===== src/rtl/led_chaser.sv =====
// led_chaser: four-LED pattern sequencer. A prescaler produces a step tick;
// each tick advances the current display pattern, and after MODE_STEPS
// ticks the block moves on to the next of four pattern modes, forever.
module led_chaser #(
    parameter int unsigned STEP_TICKS = 50,
    parameter int unsigned MODE_STEPS = 16,
    parameter bit          ACTIVE_LOW = 1'b0
) (
    input  logic       clk,
    input  logic       rstn,
    output logic [3:0] led_c
);

    typedef enum logic [1:0] {
        ModeShl    = 2'd0,
        ModeShr    = 2'd1,
        ModeBounce = 2'd2,
        ModeCount  = 2'd3
    } mode_e;

    localparam logic [15:0] TICK_LAST = 16'(STEP_TICKS - 1);
    localparam logic [7:0]  STEP_LAST = 8'(MODE_STEPS - 1);
    localparam logic [3:0]  PAT_RST   = 4'b0001;
    localparam logic [3:0]  LED_RST   = ACTIVE_LOW ? ~PAT_RST : PAT_RST;

    logic [15:0] tick_q, tick_d;
    logic [7:0]  step_q, step_d;
    mode_e       mode_q, mode_d;
    logic [3:0]  pat_q, pat_d;
    logic        dir_q, dir_d;   // 1 = moving towards bit 3 in bounce mode
    logic [3:0]  led_q;

    // State registers; led_q is loaded from the next pattern so the pins
    // come straight off a flop.
    always_ff @(posedge clk or negedge rstn) begin
        if (!rstn) begin
            tick_q <= '0;
            step_q <= '0;
            mode_q <= ModeShl;
            pat_q  <= PAT_RST;
            dir_q  <= 1'b1;
            led_q  <= LED_RST;
        end else begin
            tick_q <= tick_d;
            step_q <= step_d;
            mode_q <= mode_d;
            pat_q  <= pat_d;
            dir_q  <= dir_d;
            led_q  <= ACTIVE_LOW ? ~pat_d : pat_d;
        end
    end

    // Next-state: prescaler, step counter, mode switch and pattern update.
    always_comb begin
        tick_d = tick_q;
        step_d = step_q;
        mode_d = mode_q;
        pat_d  = pat_q;
        dir_d  = dir_q;
        if (tick_q == TICK_LAST) begin
            tick_d = '0;
            if (step_q == STEP_LAST) begin
                step_d = '0;
                mode_d = mode_e'(mode_q + 2'd1);
                unique case (mode_d)
                    ModeShl:    pat_d = 4'b0001;
                    ModeShr:    pat_d = 4'b1000;
                    ModeBounce: begin
                        pat_d = 4'b0001;
                        dir_d = 1'b1;
                    end
                    ModeCount:  pat_d = 4'b0000;
                endcase
            end else begin
                step_d = step_q + 8'd1;
                unique case (mode_q)
                    ModeShl: pat_d = {pat_q[2:0], pat_q[3]};
                    ModeShr: pat_d = {pat_q[0], pat_q[3:1]};
                    ModeBounce: begin
                        // Flip direction on reaching an end so it is never shown twice.
                        if (dir_q) begin
                            pat_d = {pat_q[2:0], 1'b0};
                            if (pat_d == 4'b1000) dir_d = 1'b0;
                        end else begin
                            pat_d = {1'b0, pat_q[3:1]};
                            if (pat_d == 4'b0001) dir_d = 1'b1;
                        end
                    end
                    ModeCount: pat_d = pat_q + 4'd1;
                endcase
            end
        end else begin
            tick_d = tick_q + 16'd1;
        end
    end

    assign led_c = led_q;

endmodule


===== config.mk =====
export PLATFORM = sky130hd
export DESIGN_NAME = led_chaser
export DESIGN_NICKNAME = d
export VERILOG_FILES = /design/src/rtl/led_chaser.sv
export SDC_FILE = /design/constraint.sdc
export NUM_CORES = 1
export LEC_CHECK = 0
export ABC_AREA = 0
export ABC_CLOCK_PERIOD_IN_PS = 3900
export BUFFER_PORTS_ARGS = -buffer_cell sky130_fd_sc_hd__buf_2
export CORE_MARGIN = 2
export CORE_UTILIZATION = 25
export CTS_BUF_LIST = sky130_fd_sc_hd__clkbuf_4
export DETAILED_ROUTE_END_ITERATION = 10
export PLACE_DENSITY = 0.41
export SLEW_MARGIN = 10
export SYNTH_ARGS = -nofsm -noshare
export SYNTH_HDL_FRONTEND = slang
export SYNTH_SLANG_ARGS = --single-unit

===== constraint.sdc =====
create_clock -name clk -period 3.9 [get_ports clk]
set_clock_uncertainty 0.2 [all_clocks]
set_input_delay 0.39 -clock clk [delete_from_list [all_inputs] [get_ports clk]]
set_output_delay 0.39 -clock clk [all_outputs]
set_load 0.02 [all_outputs]

# Word level (Yosys, flattened, before mapping)
# Index checks and enable logic that the tools add are counted.
[totals]
register_bits = 31
input_bits = 2
[classes]
n_addsub = 4
eq_ne = 11
mux = 12
n_reduce_logical = 6
[ops]
columns = ["operator", "n"]
rows = [
  ["adder 16 x 1 -> 16 bit, second input constant", 1],
  ["equality test 16 x 6 -> 1 bit, second input constant", 1],
  ["two-way mux 16 bit", 1],
  ["one-hot mux 4 bit (4 select lines)", 1],
  ["one-hot mux 4 bit (3 select lines)", 1],
  ["adder 8 x 1 -> 8 bit, second input constant", 1],
  ["equality test 2 bit, second input constant", 4],
  ["equality test 8 x 4 -> 1 bit, second input constant", 1],
  ["two-way mux 4 bit", 2],
  ["two-way mux 8 bit", 1],
  ["two-way mux 1 bit", 6],
  ["adder 4 x 1 -> 4 bit, second input constant", 1],
  ["equality test 2 x 1 -> 1 bit, second input constant", 2],
  ["zero test 2 bit", 2],
  ["equality test 3 x 1 -> 1 bit, second input constant", 1],
  ["equality test 3 bit, second input constant", 1],
  ["AND reduction 3 bit", 1],
  ["adder 2 x 1 -> 2 bit, second input constant", 1],
  ["!= test 2 x 1 -> 1 bit, second input constant", 1],
  ["AND reduction 2 bit", 1],
  ["nonzero test 2 bit", 1],
  ["OR reduction 2 bit", 1],
]

# Longest topological paths before layout
[depth]
depth_word = 5
mapped_depth = 8
ltp_nobuf = 7

# Least setup slack after synthesis
# No wires, ideal clock.
[synth_path]
path_kind = "reg2reg"
startpoint = "register tick_q[1]"
endpoint = "register mode_q[1]"
setup_time_ns = 0.127
t_arrival_ns = 2.010
required_time_ns = 3.573
slack_ns = 1.562
stages_incl_launch_ff = 9
n_path_buf = 1
path_cell_list = "dfrtp_1 > inv_1 > ha_1 > nor4b_2 > nand4_2 > or4_4 > buf_6 > nor2_4 > mux2_1"
[synth_via]
elab_chain_len = 2
[synth_rtl]
columns = ["element", "line_no", "text"]
rows = [
  ["start: declaration", "26", "logic [15:0] tick_q, tick_d;"],
  ["start signal: assignment", "44", "tick_q <= tick_d;"],
  ["equality test 16 x 6 -> 1 bit", "60", "if (tick_q == TICK_LAST) begin"],
  ["AND reduction 2 bit (no source line)", "n/a", ""],
  ["end signal: assignment", "39", "mode_q <= ModeShl;"],
  ["end signal: assignment", "46", "mode_q <= mode_d;"],
  ["end: declaration", "28", "mode_e mode_q, mode_d;"],
]
# Every way passes these cells.
# A chain may end at the register's enable or synchronous reset.

# Worst setup path after layout
[layout_path]
startpoint = "register tick_q[1]"
endpoint = "register led_q[2], in the netlist led_c[2]"
[layout_via]
elab_chain_len = 1
[layout_rtl]
columns = ["element", "line_no", "text"]
rows = [
  ["equality test 16 x 6 -> 1 bit", "60", ""],
  ["end signal: assignment", "49", "led_q <= ACTIVE_LOW ? ~pat_d : pat_d;"],
  ["end: declaration", "31", "logic [3:0] led_q;"],
]
# Every way passes these cells.

==> flow_summary.toml <==
[outcome]
status = "completed"

[worst_setup_path]
worst-path-stages = 7
cp_top_family = "simple AND/OR/NAND/NOR gates"
crit_buf_inv = 1
start_kind = "flop"
r2r_cells = 7
worstPathArrival_ns = 2.54
path_cells = "inv_1 > ha_1 > nor4b_2 > nand4_2 > nor4_4 > nand2_1 > o21ai_0"
cp_max_fo = 16
critPathRequiredTime_ns = 3.97
slowest_stage = "nor4_4"
crit_type = "reg2reg"
critPathMaxStageDelay_ns = 0.79
endpoint_kind = "flop"

[timing]
fin_tns_setup_ns = 0
drv_slew = 0
setup_violations = 0
max-slew-margin-rel = 0.425
final_hold_viol_count = 0
fin_crit_ns = 2.47
min_period_over_period = 0.633
worst_slew_pin_slew_ns = 0.855
max_freq_ghz = 0.405
rsz0062_at_grt = "false"

[logic_synthesis]
synth-simple-area-share = 0.231
ys_seq_elements = 31
synth_edf_count = 0
synthesis.nets = 174
synth_top_area_cell = "dfrtp_1"
ys_seq_area_frac = 0.460
async_flop_share = 1.00
synth_area_leaders = "dfrtp_1 43%, xnor2_1 8.3%, ha_1 8.1%"
synth_adder_area_share = 0.0813
synthMuxAreaShare = 0.00665
synth_xor_area_frac = 0.109
syn_area_um2 = 1690
synth_ff_type = "dfrtp_1"
postSynthAreaPerCell_um2 = 10.5
synth.distinct_cells = 42
synth_compound_area_frac = 0.0857
synth_top_family_by_area = "simple AND/OR/NAND/NOR gates"
yosys_warnings = 0
netlist.area_leader.share = 0.429
synth_most_common_cell = "dfrtp_1"
ys_top_cells_by_count = "29 x dfrtp_1, 16 x xnor2_1, 13 x nand2_1, 13 x nor2_1"
syn_inst = 161

[routing]
drt_wl_total_mm = 3.33
drtIter0Drc = 28
firstDrtPassIters = 6
vias = 1168
routedWlPerCell_um = 13.4
drcViolationCount = 0
vias_per_cell = 4.71
final_antenna_net_count = 0

[placement]
dpl.hpwl_mm = 2.26
place_congestion = 0.739
port_buffers = 5
dpl_cell_area_um2 = 1790

[finish]
finalNetCount = 183
seq_area_um2 = 778
diodes = 0
drive_above_1_share = 0.140
fillers = 675
fin_area_um2 = 1850
syn2layout_area_growth_pct = 9.53
multi_input_area_um2 = 868

[clock_network]
root_buffer = "clkbuf_4"
numCtsBuffers = 5
cts_tree = "built"
clockBufferDepth = 2
clk-insertion-delay-late_ns = 0.35
clk_pin_slew_worst_paths_ns = 0.11
clkSinkCount = 31
h-tree-depth = 2
cts_setup_buffers = 0
cts_hold_buf = 1
ctsResizeCount = 0

[power_and_ir_drop]
power_frac_seq = 0.621
p_int_uw = 397
powerDensity_nw_per_um2 = 279
p_sw_frac = 0.233
combinationalPowerShare = 0.014
p_leak_nw = 0.824
ir_worst_vdd_mv = 0.0981
p_sw_uw = 121
p_clk_frac = 0.365

[floorplan]
dieArea_um2 = 7450
fp.dieW_um = 86.3
die_height_um = 86.3
core_area_um2 = 6460
start_util = 0.262
rows = 29
pin_count = 6

[grt]
overflow = 0
antenna_found_initial = 0
grt_pass1_vias = 1208
track_usage = 0.0991
grt_max_degree = 32
grt_pass1_wl_mm = 5.67

[run]
max_cap_viol_count = 0

[hold_path]
hold_depth = 1
hp-class = "reg2reg"
## stage by stage
stage	total power, mW	instances	worst slack, ns	utilization	hold slack, ns
floorplan	0.328	161	1.56	-	-0.106
global placement	0.334	239	1.48	0.277	0.255
detailed placement	0.335	239	1.39	0.277	0.261
CTS	0.528	248	1.40	0.287	0.277
global route	0.547	248	1.16	0.287	0.296
finish	0.518	248	1.43	0.287	0.270
## cells in the final DEF, fill, tap and decap left out, types with 6 or more instances in the layout
| cell type | instances |
|---|---|
| clkbuf_4 | 6 |
| dfrtp_1 | 29 |
| ha_1 | 11 |
| inv_1 | 6 |
| nand2_1 | 13 |
| nand3_1 | 11 |
| nor2_1 | 13 |
| o21ai_0 | 7 |
| xnor2_1 | 16 |
## power groups by stage
stage | Combinational [mW] | Sequential, mW | Clock [mW]
2_1_floorplan | 0.000000359 | 0.328 | 0
3_3_place_gp | 0.00685 | 0.328 | 0
3_5_place_dp | 0.00732 | 0.328 | 0
4_1_cts | 0.00795 | 0.321 | 0.199
5_1_grt | 0.00878 | 0.321 | 0.217
6_report | 0.00735 | 0.321 | 0.189
## routing by layer
layer | global-route usage | share of wire | up-vias | routed length [um]
met5 | 0 | 0 | - | 0
met3 | 0.0429 | 0.038 | 4 | 128
met4 | 0.0426 | 0.016 | 0 | 52
met1 | 0.122 | 0.50 | 566 | 1660
li1 | - | - | 579 | -
met2 | 0.152 | 0.45 | 19 | 1490
## state kept, by name (all words and copies together), names as in the netlist
register,cells
tick_q,16
mode_q,2
led_c,4
step_q,8
dir_q,1
## cells by family (layout without fill, tap and decap cells)
logic type | count (synthesis) | count (layout)
compound gates | 22 | 22
xor+xnor | 21 | 21
fa+ha+maj | 11 | 11
buf+inv | 10 | 20
flops | 31 | 31
mux | 1 | 1
simple gates | 65 | 65
## worst paths after layout
check	start	slack, ns	endpoint
worst max-delay path	tick_q[1]	1.43	led_c[2]
worst min register to register	step_q[7]	0.27	step_q[7]
min in group asynchronous	rstn	0.42	led_c[3]
max in group asynchronous	rstn	2.60	tick_q[0]
worst min-delay path	step_q[7]	0.27	step_q[7]
worst max register to register	tick_q[1]	1.43	led_c[2]
## final cells by class
class,count,share of cell area
timing repair buffer,6,0.0189
tap,77,0.0520
multi-input combinational,120,0.468
inverter,6,0.0121
clock buffer,6,0.0243
sequential,31,0.420
clock inverter,2,0.00472
No activity file was read; power rests on OpenSTA's default activity.
